[config.mk]
export PLATFORM = sky130hd
export DESIGN_NAME = nice_hw_deque
export DESIGN_NICKNAME = d
export VERILOG_FILES = /design/src/rtl/nice_hw_deque.sv
export SDC_FILE = /design/constraint.sdc
export NUM_CORES = 1
export LEC_CHECK = 0
export ABC_CLOCK_PERIOD_IN_PS = 5500
export CORE_MARGIN = 1.5
export CORE_UTILIZATION = 25
export DETAILED_ROUTE_END_ITERATION = 16
export GPL_ROUTABILITY_DRIVEN = 0
export PLACE_DENSITY_LB_ADDON = 0.2
export SYNTH_ARGS = -nofsm -noshare
export SYNTH_HDL_FRONTEND = slang
export SYNTH_SLANG_ARGS = --single-unit
export TNS_END_PERCENT = 100
[constraint.sdc]
create_clock -name clk -period 5.5 [get_ports clk]
set_input_delay 0.55 -clock clk [delete_from_list [all_inputs] [get_ports clk]]
set_output_delay 0.55 -clock clk [all_outputs]
set_load 0.005 [all_outputs]
[src/rtl/nice_hw_deque.sv]
// Double-ended queue on a circular buffer with a single command port and
// registered one-cycle responses; CLEAR can optionally scrub storage to zero.
module nice_hw_deque #(
    parameter int unsigned WIDTH          = 8,
    parameter int unsigned DEPTH          = 4,
    parameter int unsigned SCRUB_ON_CLEAR = 0,
    localparam int unsigned IDX_W         = $clog2(DEPTH),
    localparam int unsigned CNT_W         = $clog2(DEPTH + 1)
) (
    input  logic             clk,
    input  logic             rst_n,
    input  logic             cmd_valid,
    output logic             cmd_ready,
    input  logic [2:0]       cmd_op,
    input  logic [WIDTH-1:0] cmd_data,
    input  logic [IDX_W-1:0] cmd_index,
    output logic             rsp_valid,
    output logic [WIDTH-1:0] rsp_data,
    output logic             rsp_err,
    output logic [CNT_W-1:0] size,
    output logic             empty,
    output logic             full
);

    localparam int unsigned SUM_W = CNT_W + 1;

    localparam logic [2:0] OP_PUSH_FRONT = 3'd0;
    localparam logic [2:0] OP_PUSH_BACK  = 3'd1;
    localparam logic [2:0] OP_POP_FRONT  = 3'd2;
    localparam logic [2:0] OP_POP_BACK   = 3'd3;
    localparam logic [2:0] OP_GET        = 3'd4;
    localparam logic [2:0] OP_CLEAR      = 3'd5;

    typedef enum logic {
        ST_IDLE  = 1'b0,
        ST_SCRUB = 1'b1
    } state_t;

    state_t             state, state_n;
    logic [IDX_W-1:0]   head, head_n;
    logic [IDX_W-1:0]   tail, tail_n;
    logic [CNT_W-1:0]   count, count_n;
    logic [IDX_W-1:0]   scrub_ptr;
    logic [WIDTH-1:0]   mem [DEPTH];

    logic               accept;
    logic               is_full;
    logic               is_empty;
    logic               err_c;
    logic [WIDTH-1:0]   rdata_c;
    logic               we_c;
    logic [IDX_W-1:0]   waddr_c;
    logic [WIDTH-1:0]   wdata_c;
    logic [SUM_W-1:0]   get_sum;
    logic               scrubbing;

    // Modulo-DEPTH pointer steps; DEPTH need not be a power of two.
    function automatic logic [IDX_W-1:0] ptr_inc(input logic [IDX_W-1:0] p);
        return (p == IDX_W'(DEPTH - 1)) ? '0 : p + IDX_W'(1);
    endfunction

    function automatic logic [IDX_W-1:0] ptr_dec(input logic [IDX_W-1:0] p);
        return (p == '0) ? IDX_W'(DEPTH - 1) : p - IDX_W'(1);
    endfunction

    // State register
    always_ff @(posedge clk or negedge rst_n) begin
        if (!rst_n) state <= ST_IDLE;
        else        state <= state_n;
    end

    // Next-state logic
    always_comb begin
        state_n = state;
        case (state)
            ST_IDLE: begin
                if (accept && (cmd_op == OP_CLEAR) && (SCRUB_ON_CLEAR != 0))
                    state_n = ST_SCRUB;
            end
            ST_SCRUB: begin
                if (scrub_ptr == IDX_W'(DEPTH - 1))
                    state_n = ST_IDLE;
            end
            default: state_n = ST_IDLE;
        endcase
    end

    // FSM outputs
    always_comb begin
        cmd_ready = 1'b0;
        scrubbing = 1'b0;
        case (state)
            ST_IDLE:  cmd_ready = 1'b1;
            ST_SCRUB: scrubbing = 1'b1;
            default:  cmd_ready = 1'b0;
        endcase
    end

    assign accept   = cmd_valid && cmd_ready;
    assign is_full  = (count == CNT_W'(DEPTH));
    assign is_empty = (count == '0);

    // Command decode: next pointers, memory write port and response data.
    always_comb begin
        head_n  = head;
        tail_n  = tail;
        count_n = count;
        err_c   = 1'b0;
        rdata_c = '0;
        we_c    = 1'b0;
        waddr_c = scrub_ptr;
        wdata_c = '0;
        get_sum = SUM_W'(head) + SUM_W'(cmd_index);
        if (get_sum >= SUM_W'(DEPTH))
            get_sum = get_sum - SUM_W'(DEPTH);

        if (scrubbing) begin
            we_c = 1'b1;
        end else if (accept) begin
            case (cmd_op)
                OP_PUSH_FRONT: begin
                    if (is_full) err_c = 1'b1;
                    else begin
                        head_n  = ptr_dec(head);
                        we_c    = 1'b1;
                        waddr_c = ptr_dec(head);
                        wdata_c = cmd_data;
                        count_n = count + CNT_W'(1);
                    end
                end
                OP_PUSH_BACK: begin
                    if (is_full) err_c = 1'b1;
                    else begin
                        tail_n  = ptr_inc(tail);
                        we_c    = 1'b1;
                        waddr_c = tail;
                        wdata_c = cmd_data;
                        count_n = count + CNT_W'(1);
                    end
                end
                OP_POP_FRONT: begin
                    if (is_empty) err_c = 1'b1;
                    else begin
                        rdata_c = mem[head];
                        head_n  = ptr_inc(head);
                        count_n = count - CNT_W'(1);
                    end
                end
                OP_POP_BACK: begin
                    if (is_empty) err_c = 1'b1;
                    else begin
                        rdata_c = mem[ptr_dec(tail)];
                        tail_n  = ptr_dec(tail);
                        count_n = count - CNT_W'(1);
                    end
                end
                OP_GET: begin
                    if (SUM_W'(cmd_index) >= SUM_W'(count)) err_c = 1'b1;
                    else rdata_c = mem[IDX_W'(get_sum)];
                end
                OP_CLEAR: begin
                    head_n  = '0;
                    tail_n  = '0;
                    count_n = '0;
                end
                default: err_c = 1'b1;
            endcase
        end
    end

    // Pointers, occupancy and registered response
    always_ff @(posedge clk or negedge rst_n) begin
        if (!rst_n) begin
            head      <= '0;
            tail      <= '0;
            count     <= '0;
            scrub_ptr <= '0;
            rsp_valid <= 1'b0;
            rsp_data  <= '0;
            rsp_err   <= 1'b0;
        end else begin
            head      <= head_n;
            tail      <= tail_n;
            count     <= count_n;
            scrub_ptr <= scrubbing ? ptr_inc(scrub_ptr) : '0;
            rsp_valid <= accept;
            rsp_data  <= accept ? rdata_c : '0;
            rsp_err   <= accept && err_c;
        end
    end

    // Storage is deliberately not reset
    always_ff @(posedge clk) begin
        if (we_c) mem[waddr_c] <= wdata_c;
    end

    assign size  = count;
    assign empty = is_empty;
    assign full  = is_full;

endmodule

# Word-level counts from Yosys, hierarchy flattened
# Memories as Yosys holds them, arrays and structs flattened.
# Cells that the tools add are included.
word_totals:
  ram_bits: 32
  reg_bits: 20
  elab_cells: 97
  n_memories: 1
classes:
  magnitude_cmp: 2
  mux: 47
  add_sub_neg: 9
  n_eq_ne: 15
  bitwise: 1
  n_reduce_logical: 14
mem_list:
  columns: ["memory", "words", "width", "read_ports", "rd_clocked_by_memory_dff", "write_ports", "line_no", "source"]
  rows:
  - ["mem", 4, 8, 3, 0, 1, "44", "logic [WIDTH-1:0] mem [DEPTH];"]
op_table:
  columns: ["op", "n"]
  rows:
  - ["8-bit 2-to-1 mux", 9]
  - ["2-bit 2-to-1 mux", 15]
  - ["8-bit case mux with 3 select lines", 1]
  - ["1-bit 2-to-1 mux", 15]
  - ["5-bit AND reduction", 3]
  - ["2-bit inequality test (second input constant)", 6]
  - ["2-bit case mux with 3 select lines", 2]
  - ["3-bit == test (second input constant)", 3]
  - ["3-bit case mux with 3 select lines", 1]
  - ["3-bit nonzero test", 3]
  - ["2-bit by 1-bit adder with 2-bit output (second input constant)", 3]
  - ["2-bit == test (second input constant)", 3]
  - ["3-bit by 2-bit == test with 1-bit output (second input constant)", 2]
  - ["3-bit zero test", 2]
  - ["3-bit 2-to-1 mux", 2]
  - ["2-bit by 1-bit subtractor with 2-bit output (second input constant)", 3]
  - ["2-bit zero test", 2]
  - ["1-bit case mux with 4 select lines", 1]
  - ["2-bit case mux with 2 select lines", 1]
  - ["2-bit OR reduction", 2]
  - ["2-bit by 2-bit adder with 3-bit output", 1]
  - ["3-bit by 1-bit adder with 3-bit output (second input constant)", 1]
  - ["3-bit by 1-bit == test with 1-bit output (second input constant)", 1]
  - ["2-bit by 3-bit greater-or-equal comparator with 1-bit output", 1]
  - ["other kinds (4)", 5]

# Logic depth before layout (Yosys ltp)
# Gate-level depths: netlist (run 1).
# An unclocked memory read counts as a cell.
depth:
  word_depth: 8
  ltp_mapped: 9

# Worst setup path after synthesis (run 1)
# No wires, ideal clock.
synth_timing:
  kind: "register to register"
  from: "reg tail[0]"
  to: "reg rsp_data[7]"
  path_slack_ns: 3.214
  t_required_ns: 5.360
  setup_time_ns: 0.140
  stages_incl_launch_ff: 9
  t_arrival_ns: 2.146
  path_buffers: 2
  synth_period_minus_slack_ns: 2.286
  cell_sequence: "dfrtp_1 > buf_2 > inv_1 > ha_1 > clkbuf_1 > mux4_2 > nor2b_1 > o21ai_0 > o221ai_1"
synth_between:
  elab_chain_cells: 7
  elab_cells_between_ends: 8
  classes_between: "1 x add/sub; 5 x mux; 1 x reduce/logical; 1 x memory"
synth_rtl:
  columns: ["item", "line_no", "source"]
  rows:
  - ["from (decl)", "41", "logic [IDX_W-1:0] tail, tail_n;"]
  - ["from (signal assigned)", "183", "tail <= tail_n;"]
  - ["2-bit by 1-bit subtractor with 2-bit output or 2-bit zero test (tied branches)", "63", "return (p == '0) ? IDX_W'(DEPTH - 1) : p - IDX_W'(1);"]
  - ["2-bit 2-to-1 mux *", "63", null]
  - ["memory read 4 x 8 bit *", null, null]
  - ["8-bit 2-to-1 mux *", "150", "if (is_empty) err_c = 1'b1;"]
  - ["8-bit case mux with 3 select lines *", "120", "case (cmd_op)"]
  - ["8-bit 2-to-1 mux *", "117", "if (scrubbing) begin"]
  - ["8-bit 2-to-1 mux *", "187", "rsp_data <= accept ? rdata_c : '0;"]
  - ["to (signal assigned)", "187", null]
  - ["to (decl)", "18", "output logic [WIDTH-1:0] rsp_data,"]
# Mark *: on every way between the ends. The rest lies on a longest branch, timed or not.
# A chain may end at the register's enable or synchronous reset.

# Worst setup path in the final report (run 1)
layout_timing:
  from: "in cmd_op[1]"
  to: "mem mem[1][3], enable pin"
layout_between:
  elab_chain_cells: 7
  elab_cells_between_ends: 11
  classes_between: "1 x eq/ne; 8 x mux; 2 x reduce/logical"
layout_rtl:
  columns: ["item", "line_no", "source"]
  rows:
  - ["from (decl)", "14", "input logic [2:0] cmd_op,"]
  - ["3-bit by 1-bit == test with 1-bit output or 3-bit zero test (tied branches)", "120", null]
  - ["2-bit OR reduction (no source line)", null, null]
  - ["1-bit 2-to-1 mux", null, null]
  - ["1-bit 2-to-1 mux", "119", "end else if (accept) begin"]
  - ["1-bit 2-to-1 mux", "117", null]
  - ["1-bit 2-to-1 mux", "194", "if (we_c) mem[waddr_c] <= wdata_c;"]
  - ["1-bit 2-to-1 mux (not written as such)", "194", null]
  - ["to (decl)", "44", null]
# Several ways; a longest one is shown, not always the timed one.

==> results of run 1 <==
-- worst paths after layout --
| kind | startpoint | to |
|---|---|---|
| max | cmd_op[1] | mem[1][3]$_DFFE_PP_ |
| min | scrub_ptr[0]$_DFF_PN0_ | scrub_ptr[0]$_DFF_PN0_ |
| max reg2reg | head[0]$_DFFE_PN0P_ | mem[3][2]$_DFFE_PP_ |
| min reg2reg | scrub_ptr[0]$_DFF_PN0_ | scrub_ptr[0]$_DFF_PN0_ |
| max in group asynchronous | rst_n | rsp_data[6]$_DFF_PN0_ |
| min in group asynchronous | rst_n | rsp_data[3]$_DFF_PN0_ |
-- power breakdown --
group	switching (W)	total, W	internal [W]
Sequential	0.000100	0.000552	0.000452
Combinational	0.000296	0.000613	0.000317
Clock	0.000162	0.000338	0.000176
Total	0.000559	0.00150	0.000945
-- layer usage --
layer  track usage [%]  routed length [µm]  vias to the layer above
met4             3.000                  74                        0
met2             18.22                3345                       47
li1                  -                   -                     1005
met3             2.517                 287                        6
met5                 0                   0                        -
met1             19.68                3931                     1024
-- worst max-delay path, cell delays in order --
cell             delay (ps)
clkdlybuf4s50_1         630
nor4_4                  740
mux2_2                  420
nor2_1                  540
-- final cells by class --
| type | instances | area, µm² |
|---|---|---|
| fillers | 1196 | 8359 |
| clock inverters | 3 | 28.78 |
| well taps | 147 | 183.9 |
| repair buffers | 32 | 317.8 |
| clock buffers | 5 | 125.1 |
| multi-input cells | 175 | 1448 |
| inverters | 10 | 37.54 |
| flip-flops and latches | 52 | 1461 |
-- metrics by stage --
stage / cells / worst slack (ps) / power [W]
6_report: 424 / 2556 / 0.001503
3_3_place_gp: 416 / 2173 / 0.001178
2_1_floorplan: 251 / 3214 / 0.001040
5_1_grt: 424 / 2342 / 0.001604
4_1_cts: 424 / 2529 / 0.001518
3_5_place_dp: 416 / 2211 / 0.001180
-- placed cells by master, fill, tap and decap left out, types with 2 or more instances in the layout --
| cell | count |
|---|---|
| edfxtp_1 | 32 |
| clkdlybuf4s50_1 | 31 |
| mux2i_1 | 25 |
| dfrtp_1 | 20 |
| nor2_1 | 15 |
| a211oi_1 | 15 |
| and2_1 | 10 |
| a21oi_1 | 10 |
| inv_1 | 9 |
| mux4_2 | 9 |
| nand2_1 | 9 |
| o221ai_1 | 8 |
| ha_1 | 8 |
| nor3_1 | 7 |
| and2_0 | 7 |
| and3b_1 | 7 |
| o21ai_1 | 7 |
| o21ai_0 | 6 |
| clkbuf_16 | 5 |
| nand2b_1 | 3 |
| and3_1 | 2 |
| nor3b_1 | 2 |
| or2_2 | 2 |
| o31ai_1 | 2 |
| a31oi_1 | 2 |
| inv_6 | 2 |
-- Yosys cell counts (all sizes together) (2+ instances only) --
library cell  count  area (µm²)
o31ai             2       15.01
mux4              9       202.7
nor2             15       56.30
dfrtp            20       500.5
a211oi           15       112.6
inv              10       37.53
and3              2       12.51
nor3              8       45.04
edfxtp           32       960.9
a21oi            10       50.05
xnor2             3       52.56
or2               2       12.51
nand2             9       33.78
a31oi             2       12.51
ha                8       100.1
and2             17       106.4
clkbuf            4       16.26
o21ai            14       73.82
nor3b             3       27.52
o221ai            8       70.07
nand2b            3       18.77
and3b             7       61.31
buf              10       80.08
mux2i            25       250.2
nor2b             2       15.02
-- registers in the layout (all words and copies together) (netlist names) --
register and cells:
rsp_valid 1, rsp_data 8, state 1, tail 2, rsp_err 1, mem 32, size 3, head 2
scrub_ptr 2
-- cells by family after synthesis --
| group | count (synthesis) | share of synthesized area (%) |
|---|---|---|
| muxes | 35 | 15.25 |
| xor gates and xnor gates | 3 | 1.727 |
| adders and majority gates | 9 | 3.948 |
| AOI/OAI and AO/OA | 56 | 12.58 |
| and+or+nand+nor | 72 | 14.06 |
| buffers and inverters | 24 | 4.399 |
| DFF | 52 | 48.03 |
==> flow_metrics.py, run 1 <==
metrics = {
    "floorplanning": {
        "core_um2": 11960,
        "dieArea_um2": 12840,
        "die_y_um": 113.3,
        "io_pins": 32,
        "fp.dieW_um": 113.3,
        "num_rows": 40,
        "start_util_pct": 25.44,
    },
    "sta": {
        "fin_crit_ps": 2944,
        "tns_ps": 0,
        "hold_slack_ps": 496.0,
        "hold_violations": 0,
        "fin_skew_ps": 5.511,
        "worstMarginPinSlew_ps": 924.1,
        "finalCritPeriodShare_pct": 53.53,
        "finalMaxSlewViolations": 0,
        "setup_violations": 0,
        "slew_headroom_pct": 38.16,
        "fmax_ghz": 0.3397,
        "rsz0062_at_grt": "false",
    },
    "synthesis": {
        "syn-num-nets": 276,
        "synth_edf_count": 32,
        "async_flop_share_pct": 38.46,
        "synth_area_um2": 3043,
        "yosys_warnings": 0,
        "synth_cells": 251,
        "synth.ff_latch_count": 52,
        "synth.distinct_cells": 49,
        "yosysSeqAreaShare_pct": 48.03,
        "synth_top_flop_cell": "edfxtp_1",
        "synth.avg_cell_area_um2": 12.12,
    },
    "layout": {
        "syn2layout_area_growth_pct": 18.38,
        "nets": 301,
        "finalCoreUtilization_pct": 30.12,
        "postLayoutCellArea_um2": 3602,
        "n_antenna_cell": 0,
        "drive_gt1_share_pct": 10.83,
    },
    "route": {
        "routed_wl_um": 7638,
        "viasPerCell": 4.910,
        "drc": 0,
        "vias": 2082,
        "wire_per_inst_um": 18.01,
        "drt_iter0_markers": 173,
        "ant_nets": 0,
        "firstDrtPassIters": 4,
    },
    "run": {
        "max_cap_violations": 0,
    },
    "pwr": {
        "power_leakage_nw": 1.353,
        "power.density_nw_per_um2": 417.3,
        "ir_drop_v": 0.0001605,
    },
    "global_routing": {
        "antenna_found_initial": 0,
        "grt_pass1_vias": 2081,
        "grt_overflow": 0,
        "grt_max_degree": 21,
        "grt.total_usage_pct": 12.75,
        "grt_pass1_wl_um": 12390,
    },
    "cts": {
        "cts.clk_slew.worst_paths_ps": 70,
        "htree_levels": 2,
        "numCtsBuffers": 5,
        "cts_tree": "yes",
        "clockBufferDepth": 2,
        "post_cts_resize_count": 0,
        "cts_hold_buf": 0,
        "post_cts_buffers": 0,
        "clk_latency_ps": 300,
        "cts.sinks": 52,
        "clock-root-buffer": "clkbuf_16",
    },
    "placed_design": {
        "hpwlAfterDp_um": 5473,
        "io_buffers": 31,
        "dpl-instance-area_um2": 3448,
    },
    "worst_setup_path": {
        "worst_ep_arrival_time_ps": 2880,
        "worstSetupEndpointType": "register",
        "startpoint_type": "input port",
        "r2r_cells": 5,
        "ff2ff_setup_slack_ps": 2650,
        "critPathMaxFanout": 12,
        "required_ps": 5430,
        "crit_type": "in2reg",
    },
    "outcome": {
        "status": "finished clean",
    },
    "hold_path": {
        "hold_path_depth": 1,
        "hold_class": "reg2reg",
    },
}
Power figures use the tool's default switching activity.
==> inputs of run 2 (changes only) <==
Settings changed: ABC_CLOCK_PERIOD_IN_PS 5500 to 2500.
Clock period 5.5 ns to 2.5 ns, I/O delays scaled along.
==> flow_metrics.py, run 2 (synthesis results as in run 1) <==
metrics = {
    "cts": {
        "post_cts_resize_count": 0,
        "cts.sinks": 52,
        "cts.clk_slew.worst_paths_ps": 70,
        "cts_tree": "yes",
        "htree_levels": 2,
        "post_cts_buffers": 0,
        "clk_latency_ps": 290,
        "cts_hold_buf": 0,
        "clock-root-buffer": "clkbuf_16",
        "clockBufferDepth": 2,
        "numCtsBuffers": 5,
    },
    "worst_setup_path": {
        "critPathMaxFanout": 16,
        "startpoint_type": "register",
        "worstSetupEndpointType": "register",
        "r2r_cells": 6,
        "required_ps": 2630,
        "crit_type": "reg2reg",
        "worst_ep_arrival_time_ps": 2370,
    },
    "route": {
        "firstDrtPassIters": 4,
        "drc": 0,
        "vias": 2141,
        "routed.top_layer": "met4",
        "routed_wl_um": 7615,
        "wire_per_inst_um": 16.88,
        "routed-wl-met3_um": 256,
        "met1_length_um": 3414,
        "ant_nets": 0,
        "viasPerCell": 4.747,
        "wl_met2_um": 3903,
        "drt_iter0_markers": 68,
    },
    "layout": {
        "final_cell_mix": "edfxtp_1 (32), clkdlybuf4s50_1 (31), buf_4 (28)",
        "largest_reg_flops": 32,
        "layout_commonest_cell": "edfxtp_1",
        "top_register": "mem",
        "nets": 328,
        "syn2layout_area_growth_pct": 24.67,
        "drive_gt1_share_pct": 18.42,
        "n_antenna_cell": 0,
    },
    "sta": {
        "finalMaxSlewViolations": 0,
        "fin_skew_ps": 3.203,
        "hold_violations": 0,
        "fmax_ghz": 0.4463,
        "setup_violations": 0,
        "slew_headroom_pct": 44.38,
        "worstMarginPinSlew_ps": 831.2,
        "fin_crit_ps": 2241,
        "fin_ws_ps": 259.2,
        "tns_ps": 0,
        "rsz0062_at_grt": "false",
        "finalCritPeriodShare_pct": 89.63,
    },
    "floorplanning": {
        "num_rows": 40,
        "die_y_um": 113.3,
        "start_util_pct": 25.44,
        "io_pins": 32,
        "dieArea_um2": 12840,
        "fp.dieW_um": 113.3,
        "core_um2": 11960,
    },
    "placed_design": {
        "hpwlAfterDp_um": 5526,
        "post-place-ws_ps": 70.76,
        "io_buffers": 31,
    },
    "run": {
        "max_cap_violations": 0,
    },
    "hold_path": {
        "hold_class": "in2async",
    },
    "pwr": {
        "comb_power_share_pct": 49.9,
        "power_switching_w": 0.001244,
        "power.density_nw_per_um2": 905.4,
        "pwr-share-clk_pct": 19.8,
        "seq_power_share_pct": 30.3,
        "power_leakage_nw": 1.482,
        "internal-power_w": 0.002190,
        "sw_frac_of_total_pct": 36.23,
        "ir_drop_v": 0.0003484,
    },
    "global_routing": {
        "antenna_found_initial": 0,
        "grt_overflow": 0,
        "grt.total_usage_pct": 12.35,
        "grt_max_degree": 21,
        "grt_pass1_vias": 2199,
        "grt_pass1_wl_um": 11980,
    },
    "outcome": {
        "status": "finished clean",
    },
}
[run 2: changes by cell type in the layout (fill, tap and decap cells not counted)]
| cell | delta |
|---|---|
| buf_4 | +27 |
| clkinv_1 | +1 |
| clkinv_2 | +1 |
| inv_6 | -1 |
| inv_8 | -1 |
[run 2: cell type report]
cell class / count / area (µm²)
fill: 1202 / 8168
sequential: 52 / 1461
multi-input combinational: 175 / 1448
timing repair buffer: 59 / 520.5
tap: 147 / 183.9
clock buffer: 5 / 125.1
inverter: 10 / 37.54
clock inverter: 3 / 17.52
[run 2: final timing paths]
check,endpoint,from,slack (ps)
hold reg to reg,scrub_ptr[0]$_DFF_PN0_,scrub_ptr[0]$_DFF_PN0_,510
setup reg to reg,rsp_data[3]$_DFF_PN0_,head[0]$_DFFE_PN0P_,260
min in group clk,scrub_ptr[0]$_DFF_PN0_,scrub_ptr[0]$_DFF_PN0_,510
setup / recovery,rsp_data[3]$_DFF_PN0_,head[0]$_DFFE_PN0P_,260
max in group asynchronous,rsp_data[5]$_DFF_PN0_,rst_n,1950
hold / removal,size[2]$_DFFE_PN0P_,rst_n,310
[run 2: routing by layer]
layer / global-route usage [%] / vias up
li1: - / 1055
met1: 15.91 / 1043
met2: 21.86 / 39
met3: 2.089 / 4
met4: 2.500 / 0
met5: 0 / -
[run 2: critical path, cell delays in order (launching register included)]
cell,delay (ps)
dfrtp_1,380
buf_4,220
ha_1,230
xnor2_2,170
xnor2_4,630
mux2i_1,280
o221ai_1,160
[run 2: through the flow]
| stage | hold WS [ps] | util (%) | std cells | area (µm²) | power, W |
|---|---|---|---|---|---|
| final | 314.2 | 31.72 | 451 | 3794 | 0.003435 |
| after global placement | 480.0 | 30.52 | 443 | 3651 | 0.002796 |
| after global routing | 341.0 | 31.72 | 451 | 3794 | 0.003667 |
| after CTS | 326.2 | 31.72 | 451 | 3794 | 0.003482 |
| after floorplan | -45.59 | - | 251 | 3043 | 0.002289 |
| after detailed placement | 486.0 | 30.52 | 443 | 3651 | 0.002800 |
[run 2: power groups by stage]
stage	clock [W]	combinational, W	sequential [W]
2_1_floorplan	0	0.00120	0.00109
3_3_place_gp	0	0.00174	0.00106
3_5_place_dp	0	0.00174	0.00106
4_1_cts	0.000696	0.00174	0.00104
5_1_grt	0.000723	0.00189	0.00105
6_report	0.000679	0.00172	0.00104
==> inputs of run 3 (changes only) <==
==> constraint.sdc (replaced) <==
create_clock -name clk -period 2.5 [get_ports clk]
set_input_delay 0.375 -clock clk [delete_from_list [all_inputs] [get_ports clk]]
set_output_delay 0.375 -clock clk [all_outputs]
set_load 0.005 [all_outputs]
==> flow_metrics.py, run 3 (synthesis results as in run 1) <==
metrics = {
    "outcome": {
        "status": "finished clean",
    },
    "layout": {
        "layout_commonest_cell": "edfxtp_1",
        "syn2layout_area_growth_pct": 23.60,
        "num-fill-cells": 1174,
        "largest_reg_flops": 32,
        "finalCoreUtilization_pct": 31.44,
        "drive_gt1_share_pct": 17.39,
        "n_antenna_cell": 0,
        "nets": 323,
        "top_register": "mem",
        "final_cell_mix": "edfxtp_1 (32), clkdlybuf4s50_1 (31), mux2i_1 (25)",
    },
    "cts": {
        "clockBufferDepth": 2,
        "clk_latency_ps": 290,
        "cts.clk_slew.worst_paths_ps": 70,
        "post_cts_buffers": 0,
        "cts_hold_buf": 0,
        "cts.sinks": 52,
        "numCtsBuffers": 5,
        "post_cts_resize_count": 0,
        "cts_tree": "yes",
        "clock-root-buffer": "clkbuf_16",
        "htree_levels": 2,
    },
    "global_routing": {
        "grt_pass1_wl_um": 12010,
        "grt_pass1_vias": 2072,
        "grt_overflow": 0,
        "grt.total_usage_pct": 12.33,
        "grt_max_degree": 21,
        "antenna_found_initial": 0,
    },
    "pwr": {
        "internal-power_w": 0.002137,
        "seq_power_share_pct": 32.3,
        "sw_frac_of_total_pct": 36.60,
        "power.density_nw_per_um2": 896.4,
        "ir_drop_v": 0.0004204,
        "power_switching_w": 0.001234,
        "pwr-share-clk_pct": 20.5,
        "power_leakage_nw": 1.461,
        "comb_power_share_pct": 47.2,
    },
    "sta": {
        "rsz0062_at_grt": "false",
        "finalMaxSlewViolations": 0,
        "hold_violations": 0,
        "finalCritPeriodShare_pct": 85.48,
        "setup_violations": 0,
        "fin_skew_ps": 8.363,
        "tns_ps": 0,
        "worstMarginPinSlew_ps": 773.7,
        "fin_crit_ps": 2137,
        "fmax_ghz": 0.4679,
        "slew_headroom_pct": 48.42,
        "hold_slack_ps": 431.7,
    },
    "floorplanning": {
        "start_util_pct": 25.44,
        "io_pins": 32,
        "dieArea_um2": 12840,
        "num_rows": 40,
        "fp.dieW_um": 113.3,
        "die_y_um": 113.3,
        "core_um2": 11960,
    },
    "route": {
        "routed_wl_um": 7679,
        "viasPerCell": 4.839,
        "firstDrtPassIters": 4,
        "ant_nets": 0,
        "drc": 0,
        "wire_per_inst_um": 17.22,
        "drt_iter0_markers": 69,
        "vias": 2158,
    },
    "worst_setup_path": {
        "critPathMaxFanout": 16,
        "crit_type": "in2reg",
        "startpoint_type": "input port",
        "ff2ff_setup_slack_ps": 420,
        "worstSetupEndpointType": "register",
        "r2r_cells": 7,
        "r2r-end": "mem[1][7]$_DFFE_PP_",
        "required_ps": 2640,
        "r2r_start": "size[0]$_DFFE_PN0P_",
        "worst_ep_arrival_time_ps": 2270,
    },
    "run": {
        "max_cap_violations": 0,
    },
    "placed_design": {
        "io_buffers": 31,
        "hpwlAfterDp_um": 5299,
    },
    "hold_path": {
        "hold_class": "in2async",
    },
}
-- run 3: cell types whose count changed in the layout (fill, tap and decap cells not counted) --
cell / previous run / this run
clkinv_4: 0 / 1
clkinv_1: 1 / 0
buf_4: 28 / 23
-- run 3: per-stage QoR --
step	power [W]	std cells	worst slack, ps	cell area [µm²]
2_1_floorplan	0.002289	251	214.1	3043
3_3_place_gp	0.002689	438	97.73	3613
3_5_place_dp	0.002710	438	36.85	3613
4_1_cts	0.003406	446	332.9	3761
5_1_grt	0.003578	446	218.7	3761
6_report	0.003371	446	363.0	3761
-- run 3: routing by layer --
metal | global-route usage (%) | share of wire, %
met2 | 20.28 | 48
met1 | 17.31 | 48
met3 | 1.875 | 3.4
met5 | 0 | 0
met4 | 2.500 | 1.1
-- run 3: power by group through the flow --
stage          Clock [W]  Combinational (W)  Sequential [W]
6_report        0.000692            0.00159         0.00109
5_1_grt         0.000747            0.00173         0.00110
4_1_cts         0.000708            0.00161         0.00109
3_5_place_dp           0            0.00160         0.00111
3_3_place_gp           0            0.00158         0.00111
2_1_floorplan          0            0.00120         0.00109
-- run 3: critical path, cell delays in order --
cell	delay, ps
clkdlybuf4s50_1	430
ha_1	230
xnor2_2	180
xnor2_4	630
mux2i_1	290
o221ai_1	130
-- run 3: how the worst max path moves through the flow --
stage | from | to | slack, ps | cells after the start
floorplan | tail[0]$_DFFE_PN0P_ | rsp_data[7]$_DFF_PN0_ | 210 | 8
global placement | cmd_index[0] | rsp_data[6]$_DFF_PN0_ | 100 | 7
detailed placement | cmd_index[0] | rsp_data[7]$_DFF_PN0_ | 40 | 6
CTS | cmd_index[0] | rsp_data[7]$_DFF_PN0_ | 330 | 6
global route | size[0]$_DFFE_PN0P_ | mem[1][3]$_DFFE_PP_ | 220 | 7
finish | cmd_index[0] | rsp_data[3]$_DFF_PN0_ | 360 | 6
-- run 3: final cells by class --
cell class	count	area (µm²)	share of cell area, %
multi-input cells	175	1448	38.49
clock buffers	5	125.1	3.327
inverters	10	37.54	0.9980
flip-flops and latches	52	1461	38.86
clock inverters	3	22.52	0.5988
repair buffers	54	483.0	12.84
well taps	147	183.9	4.890
